`src/rtl/ram_bist_pkg.sv`:
```
// Shared types and constants for the ram_bist_ctrl March-style RAM self-test.
package ram_bist_pkg;

  // BIST sequencer states: background write, ascending read/invert, descending verify.
  typedef enum logic [2:0] {
    IDLE = 3'd0,
    WR0  = 3'd1,
    RD0  = 3'd2,
    WR1  = 3'd3,
    RD1  = 3'd4,
    CK1  = 3'd5,
    DONE = 3'd6
  } bist_state_e;

  // Default background pattern; the second pass writes its inverse.
  localparam logic [7:0] DEF_PATTERN = 8'h55;

  // A full run costs one cycle per address for the background write,
  // then two per address ascending and two per address descending.
  function automatic int unsigned total_cycles(input int unsigned depth);
    return 5 * depth;
  endfunction

  localparam int unsigned DEF_DEPTH  = 8;
  localparam int unsigned RUN_CYCLES = total_cycles(DEF_DEPTH);

endpackage

```
`src/rtl/ram_bist_addr_ctr.sv`:
```
// Address counter for the BIST sequencer: clear, load-max, increment and
// decrement (priority in that order) plus terminal-count flags.
module ram_bist_addr_ctr #(
  parameter int ADDR_W = 3
) (
  input  logic              clk,
  input  logic              rst,
  input  logic              clr,
  input  logic              ld_max,
  input  logic              inc,
  input  logic              dec,
  output logic [ADDR_W-1:0] addr,
  output logic              at_max,
  output logic              at_zero
);

  // Address register; holds its value when no control is asserted.
  always_ff @(posedge clk or posedge rst) begin
    if (rst) begin
      addr <= '0;
    end else if (clr) begin
      addr <= '0;
    end else if (ld_max) begin
      addr <= '1;
    end else if (inc) begin
      addr <= addr + ADDR_W'(1);
    end else if (dec) begin
      addr <= addr - ADDR_W'(1);
    end
  end

  assign at_max  = (addr == '1);
  assign at_zero = (addr == '0);

endmodule

```
`src/rtl/ram_bist_ctrl.sv`:
```
// March-style self-test initiator for the 8x8 synchronous RAM.
// Optional build macro RAM_BIST_ERRCNT_EN: adds err_cnt and runs to
// completion instead of aborting on the first mismatch.
// Memory port: the address is presented in a read state and the RAM's
// registered data is checked in the following state (WR1 or CK1).
module ram_bist_ctrl
  import ram_bist_pkg::*;
#(
  parameter int                ADDR_W  = 3,
  parameter int                DATA_W  = 8,
  parameter logic [DATA_W-1:0] PATTERN = DATA_W'(DEF_PATTERN)
) (
  input  logic              clk,
  input  logic              rst,
  input  logic              start,
  output logic [ADDR_W-1:0] mem_addr,
  output logic [DATA_W-1:0] mem_wdata,
  output logic              mem_we,
  input  logic [DATA_W-1:0] mem_rdata,
  output logic              busy,
  output logic              done,
  output logic              pass,
  output logic [ADDR_W-1:0] fail_addr,
  output logic [DATA_W-1:0] fail_data,
`ifdef RAM_BIST_ERRCNT_EN
  output logic [ADDR_W+1:0] err_cnt,
`endif
  output bist_state_e       dbg_state
);

  bist_state_e       state, next_state;
  logic              ctr_clr, ctr_ld_max, ctr_inc, ctr_dec;
  logic              at_max, at_zero;
  logic              clr_res;
  logic              chk;
  logic [DATA_W-1:0] exp_data;
  logic              mismatch;
  logic              abort;
  logic              enter_done;
  logic              err_seen;

  ram_bist_addr_ctr #(.ADDR_W(ADDR_W)) u_addr_ctr (
    .clk     (clk),
    .rst     (rst),
    .clr     (ctr_clr),
    .ld_max  (ctr_ld_max),
    .inc     (ctr_inc),
    .dec     (ctr_dec),
    .addr    (mem_addr),
    .at_max  (at_max),
    .at_zero (at_zero)
  );

  // State register.
  always_ff @(posedge clk or posedge rst) begin
    if (rst) begin
      state <= IDLE;
    end else begin
      state <= next_state;
    end
  end

  // Next-state, memory-port drive and counter control for the March sequence.
  always_comb begin
    next_state = state;
    ctr_clr    = 1'b0;
    ctr_ld_max = 1'b0;
    ctr_inc    = 1'b0;
    ctr_dec    = 1'b0;
    clr_res    = 1'b0;
    mem_we     = 1'b0;
    mem_wdata  = '0;
    chk        = 1'b0;
    exp_data   = PATTERN;
    case (state)
      IDLE, DONE: begin
        if (start) begin
          next_state = WR0;
          ctr_clr    = 1'b1;
          clr_res    = 1'b1;
        end
      end
      WR0: begin
        mem_we    = 1'b1;
        mem_wdata = PATTERN;
        if (at_max) begin
          ctr_clr    = 1'b1;
          next_state = RD0;
        end else begin
          ctr_inc = 1'b1;
        end
      end
      RD0: next_state = WR1;
      WR1: begin
        // Check the background and overwrite with the inverse in one cycle.
        mem_we    = 1'b1;
        mem_wdata = ~PATTERN;
        chk       = 1'b1;
        exp_data  = PATTERN;
        if (abort) begin
          next_state = DONE;
        end else if (at_max) begin
          ctr_ld_max = 1'b1;
          next_state = RD1;
        end else begin
          ctr_inc    = 1'b1;
          next_state = RD0;
        end
      end
      RD1: next_state = CK1;
      CK1: begin
        chk      = 1'b1;
        exp_data = ~PATTERN;
        if (abort || at_zero) begin
          next_state = DONE;
        end else begin
          ctr_dec    = 1'b1;
          next_state = RD1;
        end
      end
      default: next_state = IDLE;
    endcase
  end

  assign mismatch   = chk && (mem_rdata != exp_data);
`ifdef RAM_BIST_ERRCNT_EN
  assign abort      = 1'b0;
`else
  assign abort      = mismatch;
`endif
  assign enter_done = (state != DONE) && (next_state == DONE);

  // Result capture: first-failure address/data and the pass verdict.
  always_ff @(posedge clk or posedge rst) begin
    if (rst) begin
      pass      <= 1'b0;
      fail_addr <= '0;
      fail_data <= '0;
      err_seen  <= 1'b0;
    end else if (clr_res) begin
      pass      <= 1'b0;
      fail_addr <= '0;
      fail_data <= '0;
      err_seen  <= 1'b0;
    end else begin
      if (mismatch && !err_seen) begin
        fail_addr <= mem_addr;
        fail_data <= mem_rdata;
        err_seen  <= 1'b1;
      end
      if (enter_done) begin
        pass <= !err_seen && !mismatch;
      end
    end
  end

`ifdef RAM_BIST_ERRCNT_EN
  // Saturating mismatch counter, cleared at the start of every run.
  always_ff @(posedge clk or posedge rst) begin
    if (rst) begin
      err_cnt <= '0;
    end else if (clr_res) begin
      err_cnt <= '0;
    end else if (mismatch && (err_cnt != '1)) begin
      err_cnt <= err_cnt + (ADDR_W+2)'(1);
    end
  end
`endif

  assign busy      = (state != IDLE) && (state != DONE);
  assign done      = (state == DONE);
  assign dbg_state = state;

endmodule

```
`config.mk`:
```
export PLATFORM = sky130hd
export DESIGN_NAME = ram_bist_ctrl
export DESIGN_NICKNAME = d
export VERILOG_FILES = /design/src/rtl/ram_bist_pkg.sv /design/src/rtl/ram_bist_addr_ctr.sv /design/src/rtl/ram_bist_ctrl.sv
export SDC_FILE = /design/constraint.sdc
export NUM_CORES = 1
export LEC_CHECK = 0
export CAP_MARGIN = 15
export CORE_MARGIN = 2
export CORE_UTILIZATION = 45
export DETAILED_ROUTE_END_ITERATION = 8
export PLACE_DENSITY = 0.79
export SLEW_MARGIN = 30
export SYNTH_ARGS = -nofsm -noshare
export SYNTH_HDL_FRONTEND = slang
export SYNTH_HIERARCHICAL = 1
export SYNTH_SLANG_ARGS = --single-unit
export TNS_END_PERCENT = 20
```
`constraint.sdc`:
```
create_clock -name clk -period 2.91 [get_ports clk]
set_input_delay 0.291 -clock clk [delete_from_list [all_inputs] [get_ports clk]]
set_output_delay 0.291 -clock clk [all_outputs]
set_load 0.01 [all_outputs]
```
==> results.md <==
- Outcome: finished, final reports clean
- Final period util: 85.6%
- Skew-Pair Late Insertion Delay: 300 ps
- Relative slew slack: 51.8%
- Gr usage total: 18.0%
- Clock slew at reported path FFs: 100 ps
- Worst Hold Class: in -> async
- Main synth FF type: dfrtp_1
- Critical path peak fanout: 3
- Detailed placement HPWL: 1990 um
- Worst reg2reg path startpoint: dbg_state[2]$_DFF_PP0_
- Global-route wire length before repair: 4560 um
- Maximum buffer depth of the clock tree: 2
- Static Leakage: 0.697 nW
- Die X: 55.7 um
- EDFF count, synth: 0
- Worst r2r path cells: 6
- Max-cap violations: 0
- Total congestion overflow: 0
- Worst-Margin Slew: 723 ps
- Nets@finish: 173
- Post-Syn Nets: 138
- Mapped Cells: 126
- Synth Register Bits: 19
- Register area share after synthesis: 39.5%
- Initial antenna violation count: 0
- Final Power: 1.62 mW
- H-tree level count: 1
- Reg2reg end: u_addr_ctr/addr[2]$_DFFE_PP0P_
- Setup crit start kind: input pin
- Clk_skew: 3.74 ps
- Final hold vios: 0
- TNS Setup: 0 ps
- Critical path type: in -> reg
- Initial Util: 48.1%
- Post-Syn Area: 1200 sq um
- Vias in the first global route: 1031
- Post-route minimum period: 2490 ps
- Ys Warns: 6
- # setup viols final: 0
- CP peak stage delay: 480 ps
- TritonRoute pass-1 iters: 4
- Worst path slowest cell: fa_1
- PostCTS Resize Cnt: 0
- Top Ports: 40
- Pins over their slew limit: 0
- Number of remaining DRC errors: 0
- Setup ws final: 420 ps
- Root buf cell: clkbuf_4
- Die area: 3100 sq um
- Wirelength, routed: 2610 um
- Crit path DAT: 2660 ps
- Flop-to-flop setup slack: 580 ps
- CTS sink cnt: 19
- GP Congestion: 0.838
- Cell area after layout: 1610 sq um
- Async SR Flop Fraction: 100%
- DR iter-0 viols: 19
- Die height: 55.7 um
- Total number of vias: 985
- Crit. End Element: flip-flop
- WHS: 177 ps
- IO Port Bufs: 39
- Layout cell share with drive strength beyond 1: 6.88%
- Unrepaired setup endpoints after global routing: no
- Cell Pwr Density: 1010 nW/um^2
- Fmax: 0.402 GHz
- CTS tree: built
- Cell variety after synth: 38
- Largest net degree at the start of global routing: 17
- # diodes: 0
- Setup Fix Bufs, Post-CTS: 0
- Crit-path cells: clkdlybuf4s50_1, nand4bb_4, nor4_4, nor2_1, nor3_1, inv_1, fa_1, a2111oi_1, a311oi_1
- Synth-to-layout area growth: 33.6%
- DP Worst Slack: 154 ps
- Wirelength per Cell: 13.7 um
- CP Data Required Time: 3080 ps
- Post-CTS Hold Fix Bufs: 0
- Core Box Area: 2500 sq um
- ANT nets after route: 0
- Placement Rows: 18
- Peak VDD IR: 0.000773 V
- Placed Area: 1580 sq um
- Mean area per synthesized cell: 9.54 sq um
- Num CTS Buffers: 3
- Via density: 5.18
==> synthesized netlist by cell type (2+ instances only) <==
cell / number / share of area [%]
nand2b_1: 3 / 1.6
mux2i_1: 13 / 11
inv_1: 19 / 5.9
nor3_1: 4 / 1.7
a21oi_1: 7 / 2.9
buf_4: 6 / 3.7
buf_2: 4 / 1.7
nor2b_1: 2 / 1.0
nand4bb_1: 2 / 1.9
o22ai_1: 2 / 1.0
nand3b_1: 2 / 1.2
o21ai_0: 2 / 0.83
nand2_1: 12 / 3.7
and3_1: 2 / 1.0
a21o_1: 2 / 1.2
nor2_1: 4 / 1.2
dfrtp_1: 19 / 40
==> per-stage QoR <==
step           cells  util, %
6_report         190     64.3
3_5_place_dp     186     63.2
4_1_cts          190     64.3
2_1_floorplan    126        -
3_3_place_gp     186     62.8
5_1_grt          190     64.3
==> kinds of logic after synthesis <==
logic type	count (synthesis)	synth area share [%]
simple gates	39	21.2
buf+inv	30	12.3
compound gates	22	13.0
flops	19	39.5
mux	13	10.8
xor+xnor	2	1.46
fa+ha+maj	1	1.66
==> worst max-delay path: cells and delay by family <==
| family | cells | cell delay, ps |
|---|---|---|
| buffers and inverters | 2 | 540 |
| AND/OR/NAND/NOR | 4 | 760 |
| adder cells (fa/ha/maj) | 1 | 480 |
| AO/OA/AOI/OAI | 2 | 590 |
==> cell usage in the layout, fill, tap and decap left out, drive strengths merged, types with 3 or more instances in the layout <==
master,synthesis,final
clkdlybuf4s50,0,39
a21oi,7,7
nand4bb,3,3
o21ai,3,3
nand2b,3,3
dfrtp,19,19
mux2i,13,13
nand2,13,13
nor2,4,4
clkbuf,0,4
nor3,4,4
inv,19,19
==> power breakdown <==
part           leakage [nW]  switching (mW)  internal [mW]
logic                 0.440           0.445          0.535
clock network        0.0150          0.0780         0.0535
registers             0.243           0.135          0.370
==> flip-flops by register name, summed over array words and instances, names as in the netlist <==
| register | cells |
|---|---|
| fail_addr | 3 |
| dbg_state | 3 |
| pass | 1 |
| fail_data | 8 |
| err_seen | 1 |
| u_addr_ctr/addr | 3 |
==> layout make-up <==
| type | count | area, sq um |
|---|---|---|
| inverter | 19 | 71.3 |
| multi-input combinational | 77 | 591 |
| fill | 207 | 893 |
| clock buffer | 4 | 26.3 |
| tap | 30 | 37.5 |
| sequential | 19 | 475 |
| timing repair buffer | 41 | 405 |
==> per-layer routing <==
metal,vias up,wire (um),global-route usage (%),part of all wire [%]
li1,488,-,-,-
met1,471,1180,22.5,45
met2,24,1310,30.1,50
met3,2,109,5.58,4.2
met4,0,10,4.53,0.38
met5,-,0,0,0
==> how the worst max path moves through the flow <==
stage	startpoint	end	slack (ps)	depth (start not counted)
CTS	mem_rdata[7]	u_addr_ctr/addr[2]$_DFFE_PP0P_	440	10
global route	mem_rdata[7]	u_addr_ctr/addr[2]$_DFFE_PP0P_	270	10
finish	mem_rdata[7]	u_addr_ctr/addr[2]$_DFFE_PP0P_	420	9
detailed placement	mem_rdata[7]	u_addr_ctr/addr[2]$_DFFE_PP0P_	150	9
global placement	mem_rdata[7]	u_addr_ctr/addr[2]$_DFFE_PP0P_	250	9
floorplan	mem_rdata[7]	u_addr_ctr/addr[2]$_DFFE_PP0P_	440	8
Note: power is estimated with default switching activity, not from simulation.
